===== src/rtl/clk_step_pkg.sv =====
// Shared types for the pipeline clock-enable controller.
package clk_step_pkg;

    typedef enum logic [1:0] {
        MODE_HALT = 2'b00,
        MODE_STEP = 2'b01,
        MODE_RUN  = 2'b10,
        MODE_FAST = 2'b11
    } mode_e;

    typedef enum logic [2:0] {
        ST_IDLE,
        ST_STEP,
        ST_RUN,
        ST_FAST,
        ST_BREAK
    } state_e;

    localparam int SYNC_DEPTH = 2;

    function automatic state_e mode_to_state(mode_e m);
        state_e s;
        case (m)
            MODE_STEP: s = ST_STEP;
            MODE_RUN:  s = ST_RUN;
            MODE_FAST: s = ST_FAST;
            default:   s = ST_IDLE;
        endcase
        return s;
    endfunction

endpackage


===== src/rtl/clk_step_ctrl_if.sv =====
// Control/status bundle between the clock-enable controller and its user.
interface clk_step_ctrl_if #(parameter int CNT_W = 26);
    import clk_step_pkg::*;

    mode_e             mode;
    logic              btn_step;
    logic [CNT_W-1:0]  rate_div;
    logic              halt_req;
    logic              cpu_en;
    logic              running;
    logic              in_break;
    logic [31:0]       step_count;

    modport master (
        output mode, btn_step, rate_div, halt_req,
        input  cpu_en, running, in_break, step_count
    );

    modport slave (
        input  mode, btn_step, rate_div, halt_req,
        output cpu_en, running, in_break, step_count
    );

endinterface


===== src/rtl/clk_step_ctrl_btn_debounce.sv =====
// Push-button synchronizer, debouncer and registered rising-edge detector.
module btn_debounce
    import clk_step_pkg::*;
#(
    parameter int DEBOUNCE_CYCLES = 16
) (
    input  logic clk,
    input  logic reset,
    input  logic btn_in,
    output logic level_out,
    output logic rise_pulse
);

    localparam int CW = $clog2(DEBOUNCE_CYCLES + 1);
    localparam logic [CW-1:0] CNT_LAST = CW'(DEBOUNCE_CYCLES - 1);

    logic [SYNC_DEPTH-1:0] sync_q;
    logic [CW-1:0]         cnt_q, cnt_d;
    logic                  level_q, level_d;
    logic                  level_prev_q;
    logic                  rise_q;

    // Counts consecutive samples that disagree with the accepted level.
    always_comb begin
        cnt_d   = '0;
        level_d = level_q;
        if (sync_q[SYNC_DEPTH-1] != level_q) begin
            if (cnt_q == CNT_LAST) begin
                level_d = ~level_q;
            end else begin
                cnt_d = cnt_q + CW'(1);
            end
        end
    end

    always_ff @(posedge clk or posedge reset) begin
        if (reset) begin
            sync_q       <= '0;
            cnt_q        <= '0;
            level_q      <= 1'b0;
            level_prev_q <= 1'b0;
            rise_q       <= 1'b0;
        end else begin
            sync_q       <= {sync_q[SYNC_DEPTH-2:0], btn_in};
            cnt_q        <= cnt_d;
            level_q      <= level_d;
            level_prev_q <= level_q;
            rise_q       <= level_q & ~level_prev_q;
        end
    end

    assign level_out  = level_q;
    assign rise_pulse = rise_q;

endmodule


===== src/rtl/clk_step_ctrl.sv =====
// Single-domain clock-enable generator for the 3-stage pipeline.
//   state    | meaning
//   ST_IDLE  | halted, no enables
//   ST_STEP  | one enable per debounced button press
//   ST_RUN   | one enable every rate_div cycles
//   ST_FAST  | enable every cycle
//   ST_BREAK | frozen by halt_req; button still single-steps; leave via mode 00
module clk_step_ctrl
    import clk_step_pkg::*;
#(
    parameter int CNT_W           = 26,
    parameter int DEBOUNCE_CYCLES = 16
) (
    input  logic            clk,
    input  logic            reset,
    clk_step_ctrl_if.slave  bus
);

    state_e            state_q, state_d;
    logic [CNT_W-1:0]  rcnt_q, rcnt_d;
    logic [CNT_W-1:0]  rate_q, rate_d;
    logic              cpu_en_q, cpu_en_d;
    logic [31:0]       step_count_q, step_count_d;
    logic              btn_rise;
    logic              btn_level;
    logic              step_pulse;
    logic              run_tc;

    btn_debounce #(
        .DEBOUNCE_CYCLES (DEBOUNCE_CYCLES)
    ) u_btn_debounce (
        .clk        (clk),
        .reset      (reset),
        .btn_in     (bus.btn_step),
        .level_out  (btn_level),
        .rise_pulse (btn_rise)
    );

    assign step_pulse = btn_rise & btn_level;

    // Periods of 0 and 1 both mean "every cycle".
    assign run_tc = (rate_q <= CNT_W'(1)) || (rcnt_q >= (rate_q - CNT_W'(1)));

    always_comb begin
        state_d  = state_q;
        cpu_en_d = 1'b0;
        rcnt_d   = '0;
        rate_d   = rate_q;
        case (state_q)
            ST_BREAK: begin
                if (bus.mode == MODE_HALT) begin
                    state_d = ST_IDLE;
                end else begin
                    cpu_en_d = step_pulse;
                end
            end
            default: begin
                state_d = mode_to_state(bus.mode);
                if (bus.halt_req && (state_q != ST_IDLE)) begin
                    state_d = ST_BREAK;
                end else if (state_d == state_q) begin
                    // Pulses only while staying put: a mode change drops any pending enable.
                    case (state_q)
                        ST_STEP: cpu_en_d = step_pulse;
                        ST_FAST: cpu_en_d = 1'b1;
                        ST_RUN: begin
                            if (run_tc) begin
                                cpu_en_d = 1'b1;
                                rate_d   = bus.rate_div;
                            end else begin
                                rcnt_d = rcnt_q + CNT_W'(1);
                            end
                        end
                        default: cpu_en_d = 1'b0;
                    endcase
                end else if (state_d == ST_RUN) begin
                    rate_d = bus.rate_div;
                end
            end
        endcase
    end

    assign step_count_d = step_count_q + {31'b0, cpu_en_d};

    always_ff @(posedge clk or posedge reset) begin
        if (reset) begin
            state_q      <= ST_IDLE;
            rcnt_q       <= '0;
            rate_q       <= '0;
            cpu_en_q     <= 1'b0;
            step_count_q <= '0;
        end else begin
            state_q      <= state_d;
            rcnt_q       <= rcnt_d;
            rate_q       <= rate_d;
            cpu_en_q     <= cpu_en_d;
            step_count_q <= step_count_d;
        end
    end

    assign bus.cpu_en     = cpu_en_q;
    assign bus.running    = (state_q == ST_RUN) || (state_q == ST_FAST);
    assign bus.in_break   = (state_q == ST_BREAK);
    assign bus.step_count = step_count_q;

endmodule


===== src/flat_wrapper.sv =====
// flat-port wrapper written by rule: the top's interface ports become plain ports
module clk_step_ctrl_flat import clk_step_pkg::*;
#(
    parameter int CNT_W           = 26,
    parameter int DEBOUNCE_CYCLES = 16
)
  (clk, reset, bus_mode, bus_btn_step, bus_rate_div, bus_halt_req, bus_cpu_en, bus_running, bus_in_break, bus_step_count);
  clk_step_ctrl_if #(.CNT_W(CNT_W)) bus_i ();
  input  logic clk;
  input  logic reset;
  input wire logic [$bits(bus_i.mode)-1:0] bus_mode;
  input wire logic [$bits(bus_i.btn_step)-1:0] bus_btn_step;
  input wire logic [$bits(bus_i.rate_div)-1:0] bus_rate_div;
  input wire logic [$bits(bus_i.halt_req)-1:0] bus_halt_req;
  output wire logic [$bits(bus_i.cpu_en)-1:0] bus_cpu_en;
  output wire logic [$bits(bus_i.running)-1:0] bus_running;
  output wire logic [$bits(bus_i.in_break)-1:0] bus_in_break;
  output wire logic [$bits(bus_i.step_count)-1:0] bus_step_count;
  assign bus_i.mode = bus_mode;
  assign bus_i.btn_step = bus_btn_step;
  assign bus_i.rate_div = bus_rate_div;
  assign bus_i.halt_req = bus_halt_req;
  assign bus_cpu_en = bus_i.cpu_en;
  assign bus_running = bus_i.running;
  assign bus_in_break = bus_i.in_break;
  assign bus_step_count = bus_i.step_count;
  clk_step_ctrl #(.CNT_W(CNT_W), .DEBOUNCE_CYCLES(DEBOUNCE_CYCLES)) u_core (.clk(clk), .reset(reset), .bus(bus_i));
endmodule

===== config.mk =====
export PLATFORM = sky130hd
export DESIGN_NAME = clk_step_ctrl_flat
export DESIGN_NICKNAME = d
export VERILOG_FILES = /design/src/rtl/clk_step_pkg.sv /design/src/rtl/clk_step_ctrl_if.sv /design/src/rtl/clk_step_ctrl_btn_debounce.sv /design/src/rtl/clk_step_ctrl.sv /design/src/flat_wrapper.sv
export SDC_FILE = /design/constraint.sdc
export NUM_CORES = 1
export LEC_CHECK = 0
export ABC_AREA = 1
export BUFFER_PORTS_ARGS = -buffer_cell sky130_fd_sc_hd__buf_2
export CAP_MARGIN = 20
export CORE_MARGIN = 3
export CORE_UTILIZATION = 55
export CTS_BUF_LIST = sky130_fd_sc_hd__clkbuf_4 sky130_fd_sc_hd__clkbuf_8
export CTS_CLUSTER_DIAMETER = 50
export DETAILED_ROUTE_END_ITERATION = 16
export GPL_ROUTABILITY_DRIVEN = 0
export PLACE_DENSITY = 0.88
export SYNTH_ARGS = -nofsm -noshare
export SYNTH_HDL_FRONTEND = slang
export SYNTH_SLANG_ARGS = --single-unit

===== constraint.sdc =====
create_clock -name clk -period 6.9 [get_ports clk]
set_input_delay 0 -clock clk [delete_from_list [all_inputs] [get_ports clk]]
set_output_delay 0 -clock clk [all_outputs]
set_load 0.03 [all_outputs]

==> results of run 1 <==
worst register-to-register path: cells and delay by family (launching register included):
| kind | cells | cell delay [ns] |
|---|---|---|
| xor gates and xnor gates | 1 | 0.19 |
| and+or+nand+nor | 24 | 3.12 |
| adders and majority gates | 4 | 0.84 |
| AOI/OAI and AO/OA | 1 | 0.11 |
| buffers and inverters | 2 | 0.22 |
| DFF | 1 | 0.41 |
how the worst max path moves through the flow:
stage | slack, ns | to | startpoint | depth (start not counted)
final | 1.88 | u_core.bus.step_count[28] | u_core.rate_q[0] | 32
after global routing | 1.32 | u_core.bus.step_count[28] | u_core.rate_q[2] | 31
after CTS | 1.98 | u_core.bus.step_count[28] | u_core.rate_q[6] | 30
after detailed placement | 2.05 | u_core.bus.step_count[28] | u_core.rate_q[6] | 30
after global placement | 2.31 | u_core.bus.step_count[30] | u_core.rate_q[6] | 30
after floorplan | 2.67 | u_core.bus.step_count[30] | u_core.rate_q[0] | 32
area by class of cell:
class / count / share of cell area, %
multi-input cells: 540 / 44.2
flip-flops and latches: 98 / 36.5
repair buffers: 100 / 9.91
well taps: 133 / 2.48
clock inverters: 7 / 0.838
clock buffers: 9 / 1.84
inverters: 75 / 4.23
state kept, by name (all words and copies together), names as in the netlist:
signal                              count
u_core.bus.cpu_en                       1
u_core.bus.step_count                  32
u_core.rate_q                          26
u_core.rcnt_q                          26
u_core.state_q                          3
u_core.u_btn_debounce.cnt_q             5
u_core.u_btn_debounce.level_out         1
u_core.u_btn_debounce.level_prev_q      1
u_core.u_btn_debounce.rise_pulse        1
u_core.u_btn_debounce.sync_q            2
kinds of logic after synthesis:
group	Yosys count	synth area share, %
simple gates	415	32.3
flops	98	42.6
buf+inv	83	5.89
xor+xnor	62	9.43
fa+ha+maj	32	6.95
compound gates	31	2.85
power by group through the flow:
stage	Sequential [mW]	Clock [mW]	Combinational, mW
after floorplan	0.741	0	0.464
after global placement	0.763	0	0.562
after detailed placement	0.764	0	0.581
after CTS	0.753	0.366	0.603
after global routing	0.771	0.391	0.699
final	0.759	0.359	0.607
cells in the final DEF, fill, tap and decap left out, types with 2 or more instances in the layout:
master	Yosys	layout
nand3_1	62	62
o21ai_0	13	13
nand2_2	2	2
buf_2	4	66
dlygate4sd3_1	0	32
inv_6	0	4
nand2_1	179	179
xor2_1	36	36
nand3_2	2	2
nand4_1	19	19
nor2_2	3	3
nor2_1	99	99
ha_1	32	32
a21oi_1	15	15
xnor2_1	26	26
dfrtp_1	98	98
buf_4	2	2
nor3_2	5	5
nor4_1	5	5
nor3b_1	2	2
nor3_1	26	26
clkbuf_8	0	9
inv_1	74	73
nor2_4	2	2
or2_2	3	3
routing by layer:
layer | global-route usage, % | share of wire (%)
met4 | 7.84 | 2.2
met1 | 31.6 | 43
met3 | 5.31 | 5.4
met5 | 0 | 0
met2 | 43.9 | 49
==> flow_summary.toml, run 1 <==
[sta]
skew_ns = 0.0140
setup_viol = 0
timing.hold.ws_ns = 0.196
slew_viol_final = 0
relSlewSlack_pct = 53.7
hold_viol_final = 0
tns_ns = 0
tightest_slew_ns = 0.690
worst_slack_ns = 1.88
fmax_mhz = 199
min_period_ns = 5.02
min_period_over_period_pct = 72.8
rsz0062_at_grt = "false"

[global_routing]
track_usage_pct = 25.3
grt_max_degree = 56
grt_pass1_wl_microns = 23400
antenna_found_initial = 0
grt_pass1_vias = 5172
overflow = 0

[routing]
vias = 5162
drtIter0Drc = 301
drt_wl_total_microns = 13700
wl_per_cell_microns = 14.3
drc_errors = 0
drt_pass1_iterations = 5
postRouteAntennaNets = 0
via_per_inst = 5.37

[placed_design]
dpl.cell_count = 914
io_buffer_count = 66
postPlaceCellArea_sq_um = 6210
dp_hpwl_microns = 9850
pre_cts_ws_ns = 2.05

[cells_and_area]
fillers = 785
design_area_sq_um = 6720
layout.cells.non_filler = 962
multi_input_area_sq_um = 2970
layout.nets = 888
antenna_cells = 0
area_growth_pct = 16.6
fin_util_pct = 67.5
layout-drive-gt1-share_pct = 12.8
seqCellArea_sq_um = 2450

[cts]
clk_pin_slew_ns = 0.11
cts_setup_buffers = 0
root_buffer = "clkbuf_8"
cts_tree = "done"
cts_num_sinks = 98
cts_hold_buf = 32
clock_latency_ns = 0.39
cts.path.max_buffers = 2
cts_max_level = 3
cts_buffers = 9
cts-resized-gates = 0

[critical_path]
crit_fanout = 5
r2r_setup_slack_ns = 1.88
cp.arrival_ns = 5.31
crit_buf_inv = 2
cp-end-kind = "register"
crit_slowest_cell = "dfrtp_1"
rr_startpoint = "u_core.rate_q[0]"
timing.rr.end = "u_core.bus.step_count[28]"
required_ns = 7.19
worstSetupStartpointType = "register"
crit_family = "simple AND/OR/NAND/NOR gates"
reg2reg_depth = 32
cpPeakStageDelay_ns = 0.41
worstSetupPathType = "register to register"
cpMostUsedCell = "nand2_1"

[power]
irDropWorstVdd_mv = 0.152
pwr_density_cell_nw_per_um2 = 257
p_leak_nw = 3.47
comb_power_share_pct = 35.2
fin_total_pwr_mw = 1.72
pwr-share-seq_pct = 44.0
sw_frac_of_total_pct = 41.1
p_int_mw = 1.02
p_switching_uw = 708
clkPwrFrac_pct = 20.8

[floorplan]
fp-row-count = 36
floorplan.initialDensity_pct = 57.8
core_area_sq_um = 9950
ios = 67
dieHeight_microns = 108
die_w_microns = 108
die_area_sq_um = 11700

[yosys]
yosysUniqueCellTypes = 33
synthTopCellsByArea = "dfrtp_1 (43%), nand2_1 (12%), ha_1 (7.0%)"
yosys.area.top_type = "dfrtp_1"
netlist_area_sq_um = 5760
yosysSeqAreaShare_pct = 42.6
async_flop_share_pct = 100
yosys_warnings = 0
synth_edf_count = 0
ys_top_cells_by_count = "nand2_1 (179), nor2_1 (99), dfrtp_1 (98)"
ys.flop_type = "dfrtp_1"
syn_avg_cell_area_sq_um = 7.99
ys_seq_elements = 98
yosys.cell_count.top_type = "nand2_1"
synth_nets = 785
synthCells = 721
netlist.area_leader.share_pct = 42.6

[job]
drv_cap = 0

[worst_hold_path]
min_path_type = "primary input to asynchronous set/reset pin"

[run_status]
status = "finished clean"
Note: power is estimated with default switching activity, not from simulation.
==> inputs of run 2 (changes only) <==
- ABC_AREA: 1 -> 0
- clock period: 6.9 -> 5.2 ns (I/O delays scaled with it)
==> flow_summary.toml, run 2 <==
[sta]
skew_ns = 0.0150
relSlewSlack_pct = 34.7
min_period_ns = 5.36
setup_viol = 10
slew_viol_final = 0
worst_slack_ns = -0.157
hold_viol_final = 0
fmax_mhz = 187
timing.hold.ws_ns = 0.232
min_period_over_period_pct = 103
tightest_slew_ns = 0.967

[global_routing]
overflow = 0
antenna_found_initial = 0
grt_max_degree = 59
track_usage_pct = 25.2
grt_pass1_vias = 4356
grt_pass1_wl_microns = 20900

[cts]
clock_latency_ns = 0.39
cts_max_level = 3
root_buffer = "clkbuf_8"
cts_num_sinks = 98
cts.path.max_buffers = 2
cts_tree = "done"
clk_pin_slew_ns = 0.11
cts_buffers = 9

[cells_and_area]
fillers = 536
seqCellArea_sq_um = 2450
area_growth_pct = 24.3
largest_reg_flops = 32
final_common_cell = "dfrtp_1"
layout-drive-gt1-share_pct = 25.8
final_cell_mix = "dfrtp_1 (97), buf_2 (66), nor2_1 (51)"
multi_input_area_sq_um = 2840
design_area_sq_um = 6470
antenna_cells = 0
layout.nets = 668

[floorplan]
dieHeight_microns = 103
die_w_microns = 103
core_area_sq_um = 8930
floorplan.initialDensity_pct = 58.2
ios = 67
die_area_sq_um = 10700
fp-row-count = 34

[critical_path]
crit_family = "simple AND/OR/NAND/NOR gates"
crit_buf_inv = 1
cpPeakStageDelay_ns = 0.49
worstSetupStartpointType = "register"
required_ns = 5.48
crit_fanout = 4
worstSetupPathType = "register to register"
crit_slowest_cell = "dfrtp_1"
cp.arrival_ns = 5.64
path_cells = "nor4_4 -> nand2_2 -> nor3b_2 -> nand3b_1 -> buf_4 -> nor3_2 -> xnor2_1 -> ha_1 -> nand4_1 -> nor3_1 -> a22oi_1 -> and4b_4 -> and2_2 -> o311ai_4 -> ha_2 -> ha_2 -> nand3_2 -> nor4_4 -> nand3_2 -> nor2_4 -> nand2_1 -> xnor2_1"
cp-end-kind = "register"

[routing]
drt_wl_total_microns = 14100
via_per_inst = 5.96
drc_errors = 0
postRouteAntennaNets = 0
wl_per_cell_microns = 19.7
vias = 4274
drt_pass1_iterations = 5
drtIter0Drc = 352

[power]
irDropWorstVdd_mv = 0.287
p_leak_nw = 3.12
pwr_density_cell_nw_per_um2 = 335

[yosys]
yosysSeqAreaShare_pct = 47.1
yosys_warnings = 0
synthCells = 482
syn_avg_cell_area_sq_um = 10.8
netlist.area_leader.share_pct = 47.1
synthTopCellsByArea = "dfrtp_1 (47%), ha_1 (7.7%), xnor2_1 (7.6%)"
ys.flop_type = "dfrtp_1"
yosys.cell_count.top_type = "dfrtp_1"
netlist_area_sq_um = 5200
yosysUniqueCellTypes = 36
yosys.area.top_type = "dfrtp_1"
ys_top_cells_by_count = "dfrtp_1 (98), nor2_1 (55), xnor2_1 (45)"
ys_seq_elements = 98
synth_edf_count = 0
synth_nets = 546
async_flop_share_pct = 100

[job]
drv_cap = 0

[worst_hold_path]
min_path_type = "primary input to asynchronous set/reset pin"

[placed_design]
io_buffer_count = 66
pre_cts_ws_ns = -0.470
dp_hpwl_microns = 8050
postPlaceCellArea_sq_um = 5730

[run_status]
violations = "negative setup slack"
status = "finished with violations"
-- run 2: cell count changes after synthesis, moves of 9 or more --
cell,change
nand2_1,-148
nor3_1,-15
nor4_1,+10
xnor2_1,+19
nand3_1,-28
mux2_4,+20
and3_1,+20
nor2_1,-44
inv_1,-62
nand4_1,-9
-- run 2: metal layers --
| layer | up-vias | share of wire, % | track usage (%) |
|---|---|---|---|
| met5 | - | 0 | 0 |
| met4 | 0 | 6.4 | 10.4 |
| met3 | 63 | 5.9 | 6.17 |
| met2 | 188 | 51 | 44.1 |
| met1 | 2099 | 37 | 29.6 |
| li1 | 1924 | - | - |
-- run 2: worst paths after layout --
kind	startpoint	to	slack, ns	cells after the start
max in group asynchronous	reset	u_core.rcnt_q[0]	3.79	4
max	u_core.rate_q[7]	u_core.bus.step_count[28]	-0.16	22
min reg2reg	u_core.u_btn_debounce.sync_q[0]	u_core.u_btn_debounce.sync_q[1]	0.39	0
min in group clk	bus_btn_step	u_core.u_btn_debounce.sync_q[0]	0.25	2
max reg2reg	u_core.rate_q[7]	u_core.bus.step_count[28]	-0.16	22
min	reset	u_core.bus.step_count[10]	0.23	3
-- run 2: timing repair --
action | in CTS | in global routing
gates resized for setup | 8 | 25
endpoints found under the hold margin | 71 | 0
endpoints found under the setup margin | 20 | 25
buffers inserted | 0 | 6
hold buffers | 32 | 0
pin swaps | 1 | 9
-- run 2: kinds of logic (layout without fill, tap and decap cells) --
group / after synthesis / count (layout) / share of synthesized area (%)
AOI/OAI and AO/OA: 30 / 30 / 3.70
xor gates and xnor gates: 82 / 82 / 13.8
adders and majority gates: 32 / 32 / 7.69
buffers and inverters: 17 / 144 / 1.51
DFF: 98 / 98 / 47.1
muxes: 27 / 27 / 7.29
and+or+nand+nor: 196 / 196 / 18.9
-- run 2: worst reg2reg max path, delay by kind of cell, from the launching register on --
family | cells | cell delay, ns
xor gates and xnor gates | 2 | 0.23
AOI/OAI and AO/OA | 2 | 0.43
DFF | 1 | 0.49
buffers and inverters | 1 | 0.20
and+or+nand+nor | 14 | 3.11
adders and majority gates | 3 | 0.80
-- run 2: power by group --
part	total [mW]	switching, mW	leakage [nW]	internal [mW]
logic	0.611	0.298	1.72	0.313
clock network	0.504	0.312	0.103	0.192
registers	1.05	0.195	1.30	0.858
-- run 2: cell type report --
| cell class | instances | area share (%) |
|---|---|---|
| Clock buffer | 9 | 1.91 |
| Timing Repair Buffer | 116 | 12.1 |
| Sequential cell | 98 | 37.9 |
| Clock inverter | 7 | 1.26 |
| Tap cell | 108 | 2.09 |
| Inverter | 12 | 0.716 |
| Multi-Input combinational cell | 367 | 43.9 |
-- run 2: per-stage QoR --
| stage | instances | power (mW) | setup TNS [ns] | utilization [%] |
|---|---|---|---|---|
| 6_report | 717 | 2.17 | -0.893 | 72.4 |
| 5_1_grt | 717 | 2.26 | -4.58 | 72.4 |
| 4_1_cts | 711 | 2.05 | 0 | 70.4 |
| 3_5_place_dp | 663 | 1.51 | -5.57 | 64.1 |
| 3_3_place_gp | 663 | 1.47 | -0.867 | 64.1 |
| 2_1_floorplan | 482 | 1.36 | 0 | - |
